[config.mk]
export PLATFORM = sky130hd
export DESIGN_NAME = fc_seq_ctrl_flat
export DESIGN_NICKNAME = d
export VERILOG_FILES = /design/src/rtl/fc_seq_ctrl_if.sv /design/src/rtl/fc_seq_ctrl.sv /design/src/flat_wrapper.sv
export SDC_FILE = /design/constraint.sdc
export NUM_CORES = 1
export LEC_CHECK = 0
export ABC_AREA = 1
export CORE_MARGIN = 2
export CORE_UTILIZATION = 41
export DETAILED_ROUTE_END_ITERATION = 6
export PLACE_DENSITY_LB_ADDON = 0.25
export SLEW_MARGIN = 20
export SYNTH_ARGS = -nofsm -noshare
export SYNTH_HDL_FRONTEND = slang
export SYNTH_SLANG_ARGS = --single-unit
[constraint.sdc]
create_clock -name clk -period 1.2 [get_ports clk]
set_input_delay 0.18 -clock clk [delete_from_list [all_inputs] [get_ports clk]]
set_output_delay 0.18 -clock clk [all_outputs]
set_load 0.01 [all_outputs]
[src/rtl/fc_seq_ctrl_if.sv]
// Element stream in / scored result out bundle for fc_seq_ctrl.
// The slave modport is the sequencer's view; master is the upstream/downstream side.
interface fc_seq_ctrl_if #(
    parameter int CLASS_NUM = 2,
    parameter int D_WL      = 24,
    parameter int CIW       = (CLASS_NUM > 1) ? $clog2(CLASS_NUM) : 1
);
    logic                      s_valid;
    logic                      s_ready;
    logic [D_WL-1:0]           s_data;
    logic                      s_last;
    logic                      m_valid;
    logic                      m_ready;
    logic [CLASS_NUM*D_WL-1:0] m_scores;
    logic [CIW-1:0]            m_class;

    modport master (
        output s_valid, s_data, s_last, m_ready,
        input  s_ready, m_valid, m_scores, m_class
    );

    modport slave (
        input  s_valid, s_data, s_last, m_ready,
        output s_ready, m_valid, m_scores, m_class
    );
endinterface

[src/rtl/fc_seq_ctrl.sv]
// Sequencer for the LSTM fully-connected output layer: feeds one hidden vector, captures scores,
// optionally finds the argmax class. Define FC_ARGMAX_EN to build the sequential argmax stage.
module fc_seq_ctrl #(
    parameter int CLASS_NUM  = 2,
    parameter int INPUT_SIZE = 30,
    parameter int D_WL       = 24,
    parameter int CIW        = (CLASS_NUM > 1) ? $clog2(CLASS_NUM) : 1
) (
    input  logic                      clk,
    input  logic                      rst_n,
    fc_seq_ctrl_if.slave              sif,
    output logic                      fc_r_en,
    output logic                      fc_in_valid,
    output logic [D_WL-1:0]           fc_x,
    input  logic                      fc_o_valid,
    input  logic [CLASS_NUM*D_WL-1:0] fc_f_o,
    output logic                      len_err,
    output logic                      busy
);
    localparam int            CW       = (INPUT_SIZE > 1) ? $clog2(INPUT_SIZE) : 1;
    localparam logic [CW-1:0] CNT_LAST = CW'(INPUT_SIZE - 1);

    typedef enum logic [2:0] {
        IDLE,
        FEED,
        WAIT,
`ifdef FC_ARGMAX_EN
        ARG,
`endif
        OUT
    } state_t;

    function automatic logic signed [D_WL-1:0] score_at(input logic [CLASS_NUM*D_WL-1:0] vec,
                                                        input int idx);
        return $signed(vec[idx*D_WL +: D_WL]);
    endfunction

    state_t                    state;
    logic [CW-1:0]             cnt;
    logic                      s_ready_q;
    logic                      m_valid_q;
    logic [CLASS_NUM*D_WL-1:0] m_scores_q;
    logic                      accept;
    logic                      at_last;

    assign accept       = sif.s_valid && s_ready_q;
    assign at_last      = (cnt == CNT_LAST);
    assign fc_r_en      = accept;
    assign busy         = (state != IDLE);
    assign sif.s_ready  = s_ready_q;
    assign sif.m_valid  = m_valid_q;
    assign sif.m_scores = m_scores_q;

`ifdef FC_ARGMAX_EN
    logic [CIW-1:0]         arg_idx;
    logic [CIW-1:0]         best_idx;
    logic [CIW-1:0]         m_class_q;
    logic signed [D_WL-1:0] best_val;
    logic signed [D_WL-1:0] cand;

    assign cand        = score_at(m_scores_q, int'(arg_idx));
    assign sif.m_class = m_class_q;
`else
    assign sif.m_class = '0;
`endif

    always_ff @(posedge clk or negedge rst_n) begin
        if (!rst_n) begin
            state       <= IDLE;
            cnt         <= '0;
            s_ready_q   <= 1'b0;
            fc_in_valid <= 1'b0;
            fc_x        <= '0;
            len_err     <= 1'b0;
            m_valid_q   <= 1'b0;
            m_scores_q  <= '0;
`ifdef FC_ARGMAX_EN
            arg_idx     <= '0;
            best_idx    <= '0;
            best_val    <= '0;
            m_class_q   <= '0;
`endif
        end else begin
            // Feed stage: registered element lines up with the weight read issued this cycle
            fc_in_valid <= accept;
            len_err     <= accept && (sif.s_last != at_last);
            if (accept) begin
                fc_x <= sif.s_data;
            end

            case (state)
                IDLE, FEED: begin
                    s_ready_q <= 1'b1;
                    // Length is decided by count alone so the weight buffer stays in step
                    if (accept) begin
                        if (at_last) begin
                            state     <= WAIT;
                            cnt       <= '0;
                            s_ready_q <= 1'b0;
                        end else begin
                            state <= FEED;
                            cnt   <= cnt + 1'b1;
                        end
                    end
                end

                WAIT: begin
                    if (fc_o_valid) begin
                        m_scores_q <= fc_f_o;
`ifdef FC_ARGMAX_EN
                        if (CLASS_NUM > 1) begin
                            state    <= ARG;
                            arg_idx  <= CIW'(1);
                            best_idx <= '0;
                            best_val <= score_at(fc_f_o, 0);
                        end else begin
                            state     <= OUT;
                            m_valid_q <= 1'b1;
                            m_class_q <= '0;
                        end
`else
                        state     <= OUT;
                        m_valid_q <= 1'b1;
`endif
                    end
                end

`ifdef FC_ARGMAX_EN
                // Argmax stage: strict greater-than keeps the lower index on ties
                ARG: begin
                    if (cand > best_val) begin
                        best_val <= cand;
                        best_idx <= arg_idx;
                    end
                    if (arg_idx == CIW'(CLASS_NUM - 1)) begin
                        m_class_q <= (cand > best_val) ? arg_idx : best_idx;
                        m_valid_q <= 1'b1;
                        state     <= OUT;
                    end else begin
                        arg_idx <= arg_idx + 1'b1;
                    end
                end
`endif

                OUT: begin
                    if (sif.m_ready) begin
                        m_valid_q <= 1'b0;
                        s_ready_q <= 1'b1;
                        state     <= IDLE;
                    end
                end

                default: state <= IDLE;
            endcase
        end
    end
endmodule

[src/flat_wrapper.sv]
// flat-port wrapper written by rule: the top's interface ports become plain ports
module fc_seq_ctrl_flat 
#(
    parameter int CLASS_NUM  = 2,
    parameter int INPUT_SIZE = 30,
    parameter int D_WL       = 24,
    parameter int CIW        = (CLASS_NUM > 1) ? $clog2(CLASS_NUM) : 1
)
  (clk, rst_n, fc_r_en, fc_in_valid, fc_x, fc_o_valid, fc_f_o, len_err, busy, sif_s_valid, sif_s_data, sif_s_last, sif_m_ready, sif_s_ready, sif_m_valid, sif_m_scores, sif_m_class);
  fc_seq_ctrl_if #(.CLASS_NUM(CLASS_NUM), .D_WL(D_WL), .CIW(CIW)) sif_i ();
  input  logic clk;
  input  logic rst_n;
  output logic fc_r_en;
  output logic fc_in_valid;
  output logic [D_WL-1:0] fc_x;
  input  logic fc_o_valid;
  input  logic [CLASS_NUM*D_WL-1:0] fc_f_o;
  output logic len_err;
  output logic busy;
  input wire logic [$bits(sif_i.s_valid)-1:0] sif_s_valid;
  input wire logic [$bits(sif_i.s_data)-1:0] sif_s_data;
  input wire logic [$bits(sif_i.s_last)-1:0] sif_s_last;
  input wire logic [$bits(sif_i.m_ready)-1:0] sif_m_ready;
  output wire logic [$bits(sif_i.s_ready)-1:0] sif_s_ready;
  output wire logic [$bits(sif_i.m_valid)-1:0] sif_m_valid;
  output wire logic [$bits(sif_i.m_scores)-1:0] sif_m_scores;
  output wire logic [$bits(sif_i.m_class)-1:0] sif_m_class;
  assign sif_i.s_valid = sif_s_valid;
  assign sif_i.s_data = sif_s_data;
  assign sif_i.s_last = sif_s_last;
  assign sif_i.m_ready = sif_m_ready;
  assign sif_s_ready = sif_i.s_ready;
  assign sif_m_valid = sif_i.m_valid;
  assign sif_m_scores = sif_i.m_scores;
  assign sif_m_class = sif_i.m_class;
  fc_seq_ctrl #(.CLASS_NUM(CLASS_NUM), .INPUT_SIZE(INPUT_SIZE), .D_WL(D_WL), .CIW(CIW)) u_core (.clk(clk), .rst_n(rst_n), .sif(sif_i), .fc_r_en(fc_r_en), .fc_in_valid(fc_in_valid), .fc_x(fc_x), .fc_o_valid(fc_o_valid), .fc_f_o(fc_f_o), .len_err(len_err), .busy(busy));
endmodule
; Word-level counts from Yosys, hierarchy flattened
; Index checks and enable logic that the tools add are counted.
[word_totals]
ff_bits = 84
input_bits = 78
out_inout_bits = 79
wordCells = 42
[classes]
add_sub_neg = 1
n_eq_ne = 8
n_mux = 13
reduce_logical = 12
[ops]
columns = op, n
row1 = 3-bit two-way mux, 3
row2 = 3-bit one-hot mux with 3 select lines, 1
row3 = "3-bit by 2-bit == test with 1-bit output, second input constant", 2
row4 = 2-bit AND reduction, 3
row5 = 3-bit AND reduction, 2
row6 = "5-bit by 1-bit adder with 5-bit output, second input constant", 1
row7 = "5-bit == test, second input constant", 1
row8 = 1-bit two-way mux, 5
row9 = 5-bit two-way mux, 1
row10 = "2-bit != test, second input constant", 2
row11 = 1-bit one-hot mux with 2 select lines, 2
row12 = 2-bit nonzero test, 2
row13 = "3-bit by 1-bit == test with 1-bit output, second input constant", 1
row14 = 3-bit zero test, 1
row15 = 3-bit nonzero test, 1
row16 = 1-bit logical AND, 2
row17 = 2-bit two-way mux, 1
row18 = "2-bit by 1-bit != test with 1-bit output, second input constant", 1
row19 = 2-bit OR reduction, 1
row20 = 1-bit != test, 1

; Logic depth before layout (Yosys ltp)
[depth]
word_depth = 4
depth_mapped = 9
mapped_depth_nobuf = 9

; Least setup slack after synthesis
; OpenSTA, ideal clock, no wires.
[synth_path]
path_type = flip-flop to flip-flop
from = register u_core.s_ready_q (netlist: u_core.sif.s_ready)
to = register u_core.fc_x[14]
arrival_ns = 1.061
required_ns = 1.084
path_slack_ns = 0.023
path_stages_with_launch = 6
n_path_buf = 1
period_less_slack_ns = 1.177
cell_sequence = dfrtp_1 -> nand2_2 -> clkinv_1 -> buf_2 -> nand2_1 -> nand2_1
[synth_between]
elab_chain_cells = 1
[synth_rtl]
columns = item, line_no
row1 = "start, declared", fc_seq_ctrl.sv:40  ; logic s_ready_q;
row2 = "start signal, assigned", fc_seq_ctrl.sv:71  ; s_ready_q <= 1'b0;
row3 = "start signal, assigned", fc_seq_ctrl.sv:93  ; s_ready_q <= 1'b1;
row4 = "start signal, assigned", fc_seq_ctrl.sv:99  ; s_ready_q <= 1'b0;
row5 = 1-bit logical AND, fc_seq_ctrl.sv:46  ; assign accept = sif.s_valid && s_ready_q;
row6 = net fc_r_en, flat_wrapper.sv:13  ; output logic fc_r_en;
row7 = "end signal, assigned", fc_seq_ctrl.sv:88  ; fc_x <= sif.s_data;
row8 = "end, declared", fc_seq_ctrl.sv:14  ; output logic [D_WL-1:0] fc_x,
; The timed path passes the listed nets, and every way through them passes these cells.
; A chain may end at the register's enable or synchronous reset.

; Worst setup path after layout
[layout_path]
from = register u_core.state[1]
to = output busy
[layout_between]
elab_chain_cells = 1
[layout_rtl]
columns = item, line_no
row1 = "start, declared", fc_seq_ctrl.sv:38  ; state_t state;
row2 = "start signal, assigned", fc_seq_ctrl.sv:69  ; state <= IDLE;
row3 = "start signal, assigned", fc_seq_ctrl.sv:97  ; state <= WAIT;
row4 = "start signal, assigned", fc_seq_ctrl.sv:101  ; state <= FEED;
row5 = 3-bit nonzero test, fc_seq_ctrl.sv:49  ; assign busy = (state != IDLE);
row6 = "end, declared", flat_wrapper.sv:19  ; output logic busy;
; No other way between the ends.

==> flow_metrics.py <==
metrics = {
    "die": {
        "die-area_um2": 8940,
        "num_rows": 33,
        "core-area_um2": 8090,
        "die_y_um": 94.6,
        "io_pins": 157,
        "initial_utilization_pct": 41.5,
        "die_w_um": 94.6,
    },
    "synthesis": {
        "synth_top_cell_by_area": "dfrtp_1",
        "synth_warnings": 0,
        "syn_nets": 462,
        "synth_seq_area_share_pct": 61.8,
        "synth_edf_count": 0,
        "syn_inst": 382,
        "synth_most_common_cell": "nand2_1",
        "synth_seq_cells": 83,
        "netlist_top_cells_count": "nand2_1 (146), dfrtp_1 (83), inv_1 (60)",
        "synth-main-ff-cell": "dfrtp_1",
        "synth_area_leaders": "dfrtp_1 (62%), nand2_1 (16%), inv_1 (6.7%)",
        "syn_area_um2": 3360,
        "syn_avg_cell_area_um2": 8.80,
        "synthDistinctLibCells": 23,
        "synth_top_area_share_pct": 61.8,
        "async_flop_share_pct": 100,
    },
    "layout": {
        "drive_gt1_share_pct": 18.1,
        "stdcell_area_um2": 5260,
        "syn_to_final_growth_pct": 56.5,
        "layout.nets": 637,
        "antenna_cells": 0,
        "fin_util_pct": 65.0,
    },
    "clock_tree": {
        "cts_tree": "built",
        "worst_skew_pair.late_latency_ns": 0.35,
        "clk_path_buf_depth": 2,
        "ctsHtreeMaxLevel": 3,
        "cts_inserted_buffers": 9,
        "clk_pin_slew_ns": 0.09,
        "cts-root-buf": "clkbuf_8",
        "cts_sinks": 83,
    },
    "placement": {
        "io_buffers": 155,
        "gp_congestion": 0.815,
        "place_hpwl_um": 5990,
        "placed_area_um2": 5100,
        "place_ws_ns": -0.332,
    },
    "power": {
        "p_sw_uw": 2820,
        "power.density_nw_per_um2": 1650,
        "ir_drop_v": 0.00113,
        "p_sw_share_pct": 32.4,
        "pwr-share-comb_pct": 31.6,
        "p_clk_share_pct": 23.3,
        "seqPwrFrac_pct": 45.1,
        "p_int_uw": 5870,
        "p_leak_uw": 0.00279,
    },
    "setup_path": {
        "r2r-start": "u_core.state[0]",
        "critPathMaxFanout": 2,
        "cp_slowest_cell": "dfrtp_1",
        "crit_type": "flop to output pin",
        "worstSetupStartpointType": "flop",
        "r2r_end": "u_core.sif.m_scores[8]",
        "worst_setup_path_end_kind": "output pin",
        "rrSetupSlack_ns": 0.04,
        "slowest_delay_ns": 0.41,
        "path_cells": "inv_1 -> nand2_1 -> buf_2",
        "critPathArrivalTime_ns": 1.00,
        "worstRegToRegCells": 6,
        "crit_required_ns": 1.02,
    },
    "detailed_routing": {
        "routed-via-count": 2987,
        "wl_um": 8290,
        "wire_per_inst_um": 12.4,
        "ant_nets": 0,
        "drtIter0Drc": 91,
        "via_per_inst": 4.48,
        "drc": 0,
        "first_pass_iters": 4,
    },
    "grt": {
        "grt_max_degree": 56,
        "grt_pass1_wl_um": 13400,
        "grtUsageTotal_pct": 19.5,
        "overflow": 0,
        "antenna_found_initial": 0,
        "grt_pass1_vias": 2880,
    },
    "min_path": {
        "hold_path.class": "input pin to asynchronous set/reset pin",
    },
    "sta": {
        "post-route-period-util_pct": 98.5,
        "setup_violations": 0,
        "finalClockSkew_ns": 0.0121,
        "rsz0062_at_grt": "yes",
        "hold_ws_ns": 0.275,
        "fmax_ghz": 0.846,
        "slew_viol_final": 0,
        "setup_ws_ns": 0.0186,
        "hold_violations": 0,
        "finalCriticalPeriod_ns": 1.18,
    },
    "flow_run": {
        "cap_violations": 0,
    },
    "run_status": {
        "outcome": "finished, final reports clean",
    },
}
registers in the layout (all words and copies together) (netlist names):
| signal | count |
|---|---|
| u_core.fc_x | 24 |
| u_core.sif.s_ready | 1 |
| u_core.sif.m_valid | 1 |
| u_core.cnt | 5 |
| u_core.fc_in_valid | 1 |
| u_core.sif.m_scores | 48 |
| u_core.state | 2 |
| u_core.len_err | 1 |
stage by stage:
step	total power (µW)	setup TNS, ns	instances
final	8690	0	667
after global routing	9300	-0.397	667
after CTS	8780	-0.0542	664
after detailed placement	6960	-9.55	641
after global placement	6880	-9.06	641
after floorplan	5050	0	382
final cells by class:
type | count | area, µm²
multi-input cells | 223 | 1020
clock inverters | 7 | 76.3
repair buffers | 179 | 1600
flip-flops and latches | 83 | 2080
inverters | 61 | 229
clock buffers | 9 | 124
well taps | 105 | 131
fillers | 712 | 2830
power by group through the flow:
stage,Sequential (µW),Clock [µW],Combinational (µW)
finish,3920,2030,2750
global route,4020,2230,3060
CTS,3900,2100,2780
detailed placement,3940,0,3020
global placement,3920,0,2960
floorplan,4220,0,827
repair_timing:
action / CTS / global route
setup buffers: 6 / 3
cloned: 0 / 0
endpoints found under the setup margin: 79 / 84
endpoints found under the hold margin: 21 / 0
pin swaps: 0 / 4
hold buffers: 1 / 0
resized for setup: 160 / 73
cells in the final DEF, fill, tap and decap left out, drive strengths merged:
| cell | instances |
|---|---|
| dlygate4sd2 | 1 |
| clkdlybuf4s15 | 36 |
| dlygate4sd3 | 1 |
| o21ai | 51 |
| dfrtp | 83 |
| clkbuf | 47 |
| bufinv | 1 |
| xor2 | 1 |
| nand3 | 8 |
| o22ai | 1 |
| a21oi | 2 |
| clkinvlp | 2 |
| nor2 | 9 |
| nand4 | 1 |
| nand2 | 147 |
| ha | 2 |
| clkinv | 3 |
| buf | 27 |
| conb | 1 |
| clkdlybuf4s50 | 76 |
| inv | 62 |
worst max-delay path by stage:
stage	cells past startpoint	endpoint	slack [ns]	start
floorplan	5	u_core.fc_x[14]	0.02	u_core.sif.s_ready
global placement	4	fc_r_en	-0.35	sif_s_valid
detailed placement	4	fc_r_en	-0.33	sif_s_valid
CTS	3	fc_r_en	-0.05	u_core.sif.s_ready
global route	3	fc_r_en	-0.06	u_core.sif.s_ready
finish	3	busy	0.02	u_core.state[1]
per-layer routing:
metal	GRT usage, %	vias up	part of all wire (%)
li1	-	1504	-
met1	23.9	1382	40
met2	32.4	84	52
met3	5.19	17	5.2
met4	8.45	0	2.5
met5	0	-	0
critical path, delay by kind of cell, from the launching register on:
family | cells | cell delay (ns)
AND/OR/NAND/NOR | 1 | 0.05
buffers and inverters | 2 | 0.21
flip-flops | 1 | 0.41
kinds of logic after synthesis:
logic type | Yosys count | synth area share [%]
XOR/XNOR | 1 | 0.261
flip-flops | 83 | 61.8
buffers and inverters | 76 | 9.71
AND/OR/NAND/NOR | 165 | 19.3
AO/OA/AOI/OAI | 54 | 8.08
other | 1 | 0.112
adder cells (fa/ha/maj) | 2 | 0.744
Note: power is estimated with default switching activity, not from simulation.
